File: config.mk
export PLATFORM = sky130hd
export DESIGN_NAME = check_node_message_generator
export DESIGN_NICKNAME = d
export VERILOG_FILES = /design/src/rtl/check_node_message_generator_pkg.sv /design/src/rtl/check_node_message_generator_normaliser.sv /design/src/rtl/check_node_message_generator.sv
export SDC_FILE = /design/constraint.sdc
export NUM_CORES = 1
export LEC_CHECK = 0
export ABC_AREA = 1
export CAP_MARGIN = 20
export CORE_MARGIN = 8
export CORE_UTILIZATION = 35
export DETAILED_ROUTE_END_ITERATION = 12
export PLACE_DENSITY_LB_ADDON = 0.15
export SETUP_SLACK_MARGIN = 0.15
export SLEW_MARGIN = 20
export SYNTH_ARGS = -nofsm -noshare
export SYNTH_HDL_FRONTEND = slang
export SYNTH_SLANG_ARGS = --single-unit
File: constraint.sdc
create_clock -name clk -period 3.4 [get_ports clk]
set_input_delay 0.34 -clock clk [delete_from_list [all_inputs] [get_ports clk]]
set_output_delay 0.34 -clock clk [all_outputs]
set_load 0.01 [all_outputs]
File: src/rtl/check_node_message_generator_pkg.sv
// Shared constants and FSM encoding for the check-node message generator.
package check_node_message_generator_pkg;

  localparam int SIGN_BIT     = 31;
  localparam int EXP_MSB      = 30;
  localparam int EXP_LSB      = 23;
  localparam int MAN_MSB      = 22;
  localparam int NUM_CN_EDGES = 3;

  typedef enum logic [1:0] {
    ST_IDLE    = 2'd0,
    ST_COMPUTE = 2'd1,
    ST_EMIT    = 2'd2,
    ST_DONE    = 2'd3
  } cn_state_e;

endpackage

File: src/rtl/check_node_message_generator_normaliser.sv
// Exponent-decrement normalisation of a 31-bit IEEE-754 single magnitude,
// with flush-to-zero on exponent underflow and Inf/NaN passthrough.
module fp_exponent_normaliser
  import check_node_message_generator_pkg::*;
#(
  parameter int unsigned NORM_EXP_DEC = 0
) (
  input  logic [30:0] mag_in,
  output logic [30:0] mag_out
);

  localparam logic [7:0] EXP_DEC = 8'(NORM_EXP_DEC);

  logic [7:0] exp_in;
  assign exp_in = mag_in[EXP_MSB:EXP_LSB];

  always_comb begin
    // NOTE: assign a default before any branching so no path leaves mag_out
    // unassigned; otherwise synthesis infers a latch.
    mag_out = '0;
    if (exp_in == 8'hFF) begin
      mag_out = mag_in;
    end else if (exp_in > EXP_DEC) begin
      mag_out = {exp_in - EXP_DEC, mag_in[MAN_MSB:0]};
    end
  end

endmodule

File: src/rtl/check_node_message_generator.sv
// Min-sum check-to-variable message generator: captures min/second_min/pos and
// three V2C messages, forms three C2V messages, and streams them out.
module check_node_message_generator
  import check_node_message_generator_pkg::*;
#(
  parameter int unsigned NORM_EXP_DEC = 0
) (
  input  logic        clk,
  input  logic        rst_n,
  input  logic        start,
  input  logic [31:0] r1,
  input  logic [31:0] r2,
  input  logic [31:0] r3,
  input  logic [31:0] min,
  input  logic [31:0] second_min,
  input  logic [1:0]  pos,
  output logic        busy,
  output logic [31:0] q1,
  output logic [31:0] q2,
  output logic [31:0] q3,
  output logic        msg_valid,
  input  logic        msg_ready,
  output logic [31:0] msg_data,
  output logic [1:0]  msg_edge,
  output logic        done,
  output logic        pos_err
);

  cn_state_e   state;
  logic [2:0]  r_sign;
  logic [30:0] min_mag;
  logic [30:0] smin_mag;
  logic [1:0]  pos_q;
  logic [31:0] q_r    [NUM_CN_EDGES];
  logic [31:0] q_next [NUM_CN_EDGES];
  logic [30:0] mag_sel  [NUM_CN_EDGES];
  logic [30:0] norm_mag [NUM_CN_EDGES];
  logic        s_total;

  // Only the sign bits of r1..r3 and the magnitudes of min/second_min matter.
  logic unused_bits;
  assign unused_bits = ^{r1[30:0], r2[30:0], r3[30:0],
                         min[SIGN_BIT], second_min[SIGN_BIT]};

  assign s_total = ^r_sign;

  // pos==3 matches no edge, so every edge falls back to min.
  for (genvar i = 0; i < NUM_CN_EDGES; i++) begin : g_edge
    assign mag_sel[i] = (pos_q == 2'(i)) ? smin_mag : min_mag;

    fp_exponent_normaliser #(
      .NORM_EXP_DEC(NORM_EXP_DEC)
    ) u_norm (
      .mag_in (mag_sel[i]),
      .mag_out(norm_mag[i])
    );

    assign q_next[i] = {s_total ^ r_sign[i], norm_mag[i]};
  end

  assign q1 = q_r[0];
  assign q2 = q_r[1];
  assign q3 = q_r[2];

  // NOTE: all state uses non-blocking assignments so every register samples
  // the pre-edge values regardless of statement order.
  always_ff @(posedge clk or negedge rst_n) begin
    if (!rst_n) begin
      state     <= ST_IDLE;
      busy      <= 1'b0;
      msg_valid <= 1'b0;
      done      <= 1'b0;
      pos_err   <= 1'b0;
      msg_data  <= '0;
      msg_edge  <= '0;
      r_sign    <= '0;
      min_mag   <= '0;
      smin_mag  <= '0;
      pos_q     <= '0;
      // NOTE: the output array is three visible registers, not a RAM, so it
      // is reset explicitly to keep q1..q3 at zero after reset.
      for (int i = 0; i < NUM_CN_EDGES; i++) q_r[i] <= '0;
    end else begin
      unique case (state)
        ST_IDLE: begin
          if (start) begin
            r_sign   <= {r3[SIGN_BIT], r2[SIGN_BIT], r1[SIGN_BIT]};
            min_mag  <= min[30:0];
            smin_mag <= second_min[30:0];
            pos_q    <= pos;
            pos_err  <= (pos == 2'd3);
            busy     <= 1'b1;
            state    <= ST_COMPUTE;
          end
        end
        ST_COMPUTE: begin
          for (int i = 0; i < NUM_CN_EDGES; i++) q_r[i] <= q_next[i];
          msg_valid <= 1'b1;
          msg_edge  <= 2'd0;
          msg_data  <= q_next[0];
          state     <= ST_EMIT;
        end
        ST_EMIT: begin
          if (msg_ready) begin
            unique case (msg_edge)
              2'd0: begin
                msg_edge <= 2'd1;
                msg_data <= q_r[1];
              end
              2'd1: begin
                msg_edge <= 2'd2;
                msg_data <= q_r[2];
              end
              default: begin
                msg_valid <= 1'b0;
                done      <= 1'b1;
                state     <= ST_DONE;
              end
            endcase
          end
        end
        ST_DONE: begin
          done  <= 1'b0;
          busy  <= 1'b0;
          state <= ST_IDLE;
        end
        default: state <= ST_IDLE;
      endcase
    end
  end

endmodule

* Word-level counts from Yosys, hierarchy flattened
Cells that the tools add are included.
** Cells by class
- Order comparisons :: 3
- Muxes and demuxes :: 27
- Reduce and logical (&&, ||, !) cells :: 14
- Bitwise logic cells :: 3
- Eq/ne operators :: 14
** Operators by type and width (count)
- $mux 31 :: 9
- $pmux 32 s2 :: 2
- $mux 32 :: 1
- $eq 8x8->1 const B :: 3
- $gt 8x1->1 const B :: 3
- $reduce_and 3->1 :: 4
- $eq 2x2->1 const B :: 4
- $mux 2 :: 4
- $pmux 2 s2 :: 2
- $pmux 2 s4 :: 1
- $eq 2x1->1 const B :: 3
- $logic_not 2->1 :: 3
- $ne 2x2->1 const B :: 3
- $pmux 1 s2 :: 3
- $reduce_bool 2->1 :: 3
- $mux 1 :: 5
- $reduce_and 2->1 :: 2
- $ne 3x3->1 const B :: 1
- $reduce_xor 3->1 :: 1
- $xor 1x1->1 :: 3
- $reduce_or 2->1 :: 1
** Word-level totals
- Word-level logic and storage cells :: 75
- Output and inout port bits :: 134
- Input bits :: 166
- Flip-flop bits (word level) :: 203

* Longest topological paths before layout
Gate-level depths: netlist (run 1).
- Word-level depth :: 6
- Gate-level depth with buffers :: 11
- Depth with buffers taken out :: 9

* Hierarchy
A second synthesis (run 1) with hierarchy kept.
** Unflattened totals
- Cell total of the unflattened synthesis :: 1422
- Area total of the unflattened synthesis :: 10116.0 µm²
** Modules (own cells, without submodules)
- check_node_message_generator :: sequential area each 5079.9 µm², area an instance 9331.4 µm², cells an instance 1233, instances 1
- fp_exponent_normaliser :: sequential area each 0.0 µm², area an instance 261.5 µm², cells an instance 63, instances 3

* Least setup slack after synthesis (run 1)
No wires, ideal clock.
- Path kind :: reg-to-reg
- From :: register state[0]
- To :: register msg_data[10]
- Data arrival time :: 1.572 ns
- Setup slack :: 1.750 ns
- Library setup time :: 0.077 ns
- Period minus slack after synthesis :: 1.650 ns
- Path buffers :: 2
- Cell stages (with the launch flop) :: 10
- Required time :: 3.323 ns
- Cell sequence :: dfrtp_1 > inv_1 > ha_1 > inv_1 > nand2_1 > nand2_1 > buf_2 > clkbuf_1 > nor2_1 > a21oi_1
** On the way
- Word-level cells in the longest chain between the ends :: 3
- Elaborated cells between the ends (all ways) :: 7
- Classes of those cells :: 4 x eq/ne; 1 x mux; 2 x reduce/logical
** Ends and longest elaborated chain
- start, declared :: RTL line check_node_message_generator.sv:29 : cn_state_e state;
- start signal, assigned :: RTL line check_node_message_generator.sv:69 : state <= ST_IDLE;
- start signal, assigned :: RTL line check_node_message_generator.sv:93 : state <= ST_COMPUTE;
- start signal, assigned :: RTL line check_node_message_generator.sv:101 : state <= ST_EMIT;
- $eq 2x2->1 / $eq 2x1->1 (equally long branches) :: RTL line check_node_message_generator.sv:84 : unique case (state)
- $ne 3x3->1 (no source line) (tied with other cells)
- $reduce_and 3->1 (no source line)
- end signal, assigned :: RTL line check_node_message_generator.sv:100 : msg_data <= q_next[0];
- end signal, assigned :: RTL line check_node_message_generator.sv:108 : msg_data <= q_r[1];
- end signal, assigned :: RTL line check_node_message_generator.sv:112 : msg_data <= q_r[2];
- end, declared :: RTL line check_node_message_generator.sv:23 : output logic [31:0] msg_data,
Several ways; a longest one is shown, not always the timed one.
A chain may end at the register's enable or synchronous reset.

* Final worst setup path (run 1)
- From :: register state[0]
- To :: register msg_data[30]
Same word-level chain as after synthesis.

==> results.toml, run 1 <==
[floorplanning]
start_util_pct = 35.6
core_area_um2 = 27000
pin_count = 300
die_width_um = 182
dieArea_um2 = 33000
rows = 60
fp.dieH_um = 182

[global_routing]
grt_use_total_pct = 19.5
first_global_vias = 8816
grt-ovfl-total = 0
grt_pass1_wl_mm = 51.6
grt_max_degree = 95
grt_antenna_before_repair = 1

[power]
p_switching_mw = 5.85
p_leak_nw = 6.04
clockPowerShare_pct = 18.3
pwr-share-comb_pct = 49.3
powerDensity_nw_per_um2 = 1080
power.share.switching_pct = 42.7
ir_drop_mv = 0.450
p_int_mw = 7.84
seq_power_share_pct = 32.3

[sta]
slew_headroom_pct = 29.1
finalCritPeriodShare_pct = 74.9
fmax_mhz = 393
finalHoldViolCount = 0
worst_slack_ns = 0.854
rsz0062_at_grt = "no"
clock_skew_ns = 0.0114
fin_crit_ns = 2.55
whs_ns = 0.357
setup_viol = 0
timing.setup.tns_ns = 0
worst_pin_slew_ns = 1.06
slew_violations = 0

[min_path]
min_path_cells = 3
min_delay_worst_endpoint = "min_mag[4]$_DFFE_PN0P_"
hp-start = "min[4]"
min_path_type = "in -> reg"

[routing]
drtIter0Drc = 712
via_per_inst = 4.97
ant_nets = 0
drc_errors = 0
wl_per_cell_um = 18.5
finalWirelength_mm = 32.6
drt_first_pass_iters = 5
via_count = 8774

[final_layout]
post-route-util_pct = 47.0
fin_cells = 1765
syn2layout_area_growth_pct = 32.0
nNetsFinal = 1581
fillers = 2700
antenna_cells = 0
drive_gt1_share_pct = 6.04

[status]
outcome = "finished, final reports clean"

[synth]
ys_warn_count = 0
yosys-top-cells-area = "dfrtp_1 (53%), nand2_1 (19%), o21ai_0 (6.5%)"
synth_top_area_share_pct = 52.9
synth_most_common_cell = "nand2_1"
yosysUniqueCellTypes = 28
synth-seq-cells = 203
synth_top_cell_by_area = "dfrtp_1"
synth_async_sr_flop_share_pct = 100
synthTopCellsByCount = "nand2_1 (475), dfrtp_1 (203), nor2_1 (127)"
synth_edf_count = 0
netlist_area_um2 = 9600
synth_cells = 1236
postSynthAreaPerCell_um2 = 7.77
ys_seq_area_share_pct = 52.9
ys.flop_type = "dfrtp_1"
synth_nets = 1407

[cts]
cts-htree-levels = 1
insertion_delay_ns = 0.51
cts_resized = 0
tritoncts = "built"
clk_pin_slew_ns = 0.06
cts_inserted_buffers = 24
ctsLongestPathBuffers = 3
root_buffer = "clkbuf_16"
cts_num_sinks = 203

[worst_setup_path]
r2r_end = "msg_data[30]$_DFFE_PN0P_"
rr_worst_depth = 7
reg2reg_from = "state[0]$_DFFE_PN0P_"
crit_path_end_kind = "flip-flop"
crit_type = "reg -> reg"
cp_max_fo = 13
cp.arrival_ns = 2.94
startpoint_type = "flip-flop"
rrSetupSlack_ns = 0.85
crit_required_ns = 3.80

[placed_design]
dp_hpwl_mm = 21.4
dp_slack_ns = 0.828
io_buffers = 204
gp_congestion = 0.832
place_inst = 1724

[job]
max_cap_viol_count = 0
==> placed cells by master (no fill, tap or decap) <==
cell type        instances
a41oi_1                  8
a21oi_1                 49
nor2_4                   1
nand2_4                  1
or2_2                    1
nor2_1                 127
buf_8                    1
nand3_1                 48
nand3b_4                 2
clkbuf_1                 3
ha_1                     4
o22a_1                   1
nand3_2                 10
clkinv_2                 7
xnor2_1                  1
clkinv_1                 1
dfrtp_1                203
inv_2                    4
buf_12                   3
o21ai_0                125
nand2_2                  5
dlygate4sd3_1            1
nand2_1                472
o21ai_1                 31
clkdlybuf4s50_1        203
clkbuf_8                 4
nor2_2                   4
buf_4                   15
nor3_1                   1
inv_1                   55
ha_4                     1
bufinv_16                1
clkbuf_16               25
o22ai_1                  3
xor2_1                   2
clkinv_4                 1
==> final cells by class <==
cell class / count / area (um^2) / share of cell area, %
clock buffers: 32 / 692 / 5.46
clock inverters: 8 / 68.8 / 0.543
inverters: 61 / 230 / 1.82
multi-input cells: 897 / 3940 / 31.1
flip-flops and latches: 203 / 5080 / 40.1
well taps: 341 / 427 / 3.37
repair buffers: 223 / 2230 / 17.6
==> logic make-up (layout without fill, tap and decap cells) <==
| group | after synthesis | after routing | share of synthesized area, % |
|---|---|---|---|
| AO/OA/AOI/OAI | 217 | 217 | 11.7 |
| XOR/XNOR | 3 | 3 | 0.274 |
| adder cells (fa/ha/maj) | 5 | 5 | 0.652 |
| buffers and inverters | 136 | 324 | 6.28 |
| flip-flops | 203 | 203 | 52.9 |
| AND/OR/NAND/NOR | 672 | 672 | 28.2 |
==> metrics by stage <==
step,cell area [um^2],total power [mW]
after floorplan,9600,8.17
after global placement,11900,11.2
after detailed placement,11900,11.3
after CTS,12700,13.9
after global routing,12700,14.8
final,12700,13.7
==> how the worst max path moves through the flow <==
stage | start | slack, ns | end | cells after the start
final | state[0]$_DFFE_PN0P_ | 0.85 | msg_data[30]$_DFFE_PN0P_ | 7
after global routing | state[0]$_DFFE_PN0P_ | 0.62 | msg_data[30]$_DFFE_PN0P_ | 7
after CTS | state[0]$_DFFE_PN0P_ | 0.82 | msg_data[30]$_DFFE_PN0P_ | 7
after detailed placement | state[0]$_DFFE_PN0P_ | 0.83 | msg_data[30]$_DFFE_PN0P_ | 7
after global placement | state[0]$_DFFE_PN0P_ | 0.82 | msg_data[30]$_DFFE_PN0P_ | 7
after floorplan | state[0]$_DFFE_PN0P_ | 1.75 | msg_data[10]$_DFFE_PN0P_ | 9
==> critical path: stages, from the launching register on <==
cell and delay [ns]:
dfrtp_1 0.43, inv_1 0.12, ha_1 0.35, nand2_1 0.54, clkinv_1 0.58, nand2_1 0.18
nand3_1 0.09, o22a_1 0.16
==> sequential cells by signal, indices dropped and copies added, names as in the netlist, 3 cells and up <==
| register | cells |
|---|---|
| min_mag | 31 |
| smin_mag | 31 |
| msg_data | 32 |
| r_sign | 3 |
| q2 | 32 |
| q3 | 32 |
| q1 | 32 |
==> routing by layer <==
metal | GRT usage, % | wire (um) | vias to the layer above
met5 | 0 | 9 | -
met1 | 26.4 | 14600 | 4158
met4 | 5.35 | 680 | 2
met3 | 4.33 | 2290 | 50
met2 | 31.1 | 15000 | 298
li1 | - | - | 4266
==> power by group through the flow <==
stage / Sequential, mW / Combinational (mW) / Clock [mW]
2_1_floorplan: 4.60 / 3.57 / 0
3_3_place_gp: 4.44 / 6.76 / 0
3_5_place_dp: 4.45 / 6.82 / 0
4_1_cts: 4.43 / 6.85 / 2.58
5_1_grt: 4.58 / 7.57 / 2.67
6_report: 4.42 / 6.75 / 2.51
==> what timing repair did <==
action,CTS,global route
buffers inserted,0,0
endpoints found under the hold margin,91,0
hold buffers,1,0
(Power assumes the default switching activity.)
==> run 2: changes to the inputs <==
==> constraint.sdc (replaced) <==
create_clock -name clk -period 2.57 [get_ports clk]
set_input_delay 0.257 -clock clk [delete_from_list [all_inputs] [get_ports clk]]
set_output_delay 0.257 -clock clk [all_outputs]
set_load 0.01 [all_outputs]
==> run 2 against run 1 <==
  * Power rose by 34%
  * Clock power rose by 38%
  * Clock-buffer cell count rose by 5
  * Die area did not move
  * Largest cell class unchanged
  * Maximum frequency rose by 16%
  * Global-route usage rose by 0.20 points
  * Sequential power rose by 33%
==> results.toml, run 2 (synthesis gave the netlist of run 1 again) <==
[status]
outcome = "finished, final reports clean"

[worst_setup_path]
path_cells = "inv_1, ha_1, nand3_1, nand2_2, buf_12, o21ai_0, a21oi_1, a21oi_1"
crit_required_ns = 2.97
cp_max_fo = 66
startpoint_type = "flip-flop"
crit_path_end_kind = "flip-flop"
slowest_delay_ns = 0.42
cp.arrival_ns = 2.59
crit_path_top_delay_cell = "dfrtp_1"
path_common_cell = "a21oi_1"
crit_type = "reg -> reg"
rr_worst_depth = 8

[cts]
cts-htree-levels = 1
cts_inserted_buffers = 24
cts_resized = 0
cts_num_sinks = 203
insertion_delay_ns = 0.52
clk_pin_slew_ns = 0.06
ctsLongestPathBuffers = 3
tritoncts = "built"
root_buffer = "clkbuf_16"

[routing]
via_per_inst = 4.97
drtIter0Drc = 622
wl_met3_mm = 1.99
via_count = 8824
wl_per_cell_um = 18.4
ant_nets = 0
wl_met1_mm = 14.9
top_layer = "met4"
drc_errors = 0
finalWirelength_mm = 32.7
wl_met2_mm = 15.0
drt_first_pass_iters = 5

[global_routing]
first_global_vias = 9095
grt_pass1_wl_mm = 52.4
grt_use_total_pct = 19.7
grt-ovfl-total = 0
grt_max_degree = 72
grt_antenna_before_repair = 0

[floorplanning]
rows = 60
core_area_um2 = 27000
fp.dieH_um = 182
pin_count = 300
dieArea_um2 = 33000
die_width_um = 182
start_util_pct = 35.6

[sta]
rsz0062_at_grt = "no"
fin_crit_ns = 2.19
worst_pin_slew_ns = 0.644
timing.setup.tns_ns = 0
finalHoldViolCount = 0
finalCritPeriodShare_pct = 85.0
fmax_mhz = 458
slew_violations = 0
slew_headroom_pct = 57.1
setup_viol = 0
clock_skew_ns = 0.00982

[placed_design]
place_area_um2 = 12000
dp_hpwl_mm = 21.5
io_buffers = 204
gp_congestion = 0.806

[min_path]
min_path_cells = 3
min_path_type = "in -> reg"

[final_layout]
drive_gt1_share_pct = 6.42
multi_input_comb_area_um2 = 3940
syn2layout_area_growth_pct = 33.3
ff_latch_area_um2 = 5080
final_common_cell = "nand2_1"
antenna_cells = 0
post-route-util_pct = 47.5
finalInstanceArea_um2 = 12800
fillers = 2703
nNetsFinal = 1589
mostFrequentLayoutCells = "nand2_1 (472), dfrtp_1 (203), clkdlybuf4s50_1 (203), nor2_1 (127), o21ai_0 (125)"

[power]
powerDensity_nw_per_um2 = 1440
ir_drop_mv = 0.708
p_leak_nw = 6.10

[job]
max_cap_viol_count = 0
==> run 2: path summary, 6_finish.rpt <==
| check | slack (ns) | from | end |
|---|---|---|---|
| min in group asynchronous | 0.30 | rst_n | smin_mag[27]$_DFFE_PN0P_ |
| max reg2reg | 0.38 | state[0]$_DFFE_PN0P_ | msg_data[7]$_DFFE_PN0P_ |
| min | 0.27 | second_min[10] | smin_mag[10]$_DFFE_PN0P_ |
| max | 0.38 | state[0]$_DFFE_PN0P_ | msg_data[7]$_DFFE_PN0P_ |
| min reg2reg | 0.48 | q1[1]$_DFFE_PN0P_ | q1[1]$_DFFE_PN0P_ |
| max in group asynchronous | 1.54 | rst_n | q2[31]$_DFFE_PN0P_ |
==> run 2: critical path, delay by kind of cell (launching register included) <==
| kind | cells | cell delay [ns] |
|---|---|---|
| AOI/OAI and AO/OA | 3 | 0.45 |
| adders and majority gates | 1 | 0.42 |
| buffers and inverters | 2 | 0.42 |
| DFF | 1 | 0.42 |
| and+or+nand+nor | 2 | 0.29 |
==> run 2: area by class of cell <==
| type | instances | area share (%) |
|---|---|---|
| clock buffers | 37 | 5.63 |
| repair buffers | 231 | 18.1 |
| multi-input cells | 897 | 30.8 |
| well taps | 341 | 3.33 |
| clock inverters | 5 | 0.616 |
| inverters | 61 | 1.80 |
| flip-flops and latches | 203 | 39.7 |
==> run 2: stage by stage <==
step	hold slack, ns	worst slack [ns]	std cells	total power [mW]
after floorplan	-0.0386	0.920	1236	10.8
after global placement	0.281	0.487	1732	14.9
after detailed placement	0.284	0.423	1732	15.0
after CTS	0.259	0.422	1775	18.6
after global routing	0.288	0.253	1775	19.9
final	0.270	0.385	1775	18.4
==> run 2: what timing repair did <==
action | 4_1_cts | 5_1_grt
buffers inserted | 0 | 0
hold buffers | 1 | 0
endpoints found under the hold margin | 66 | 0
==> run 2: layer usage <==
layer / global-route usage, % / vias to the layer above
li1: - / 4287
met1: 26.4 / 4206
met2: 31.9 / 282
met3: 4.25 / 49
met4: 5.21 / 0
met5: 0 / -
==> run 2: power by group <==
group          switching (mW)  internal (mW)
registers                1.13           4.72
logic                    5.32           3.73
clock network            1.34           2.12
total                    7.80           10.6
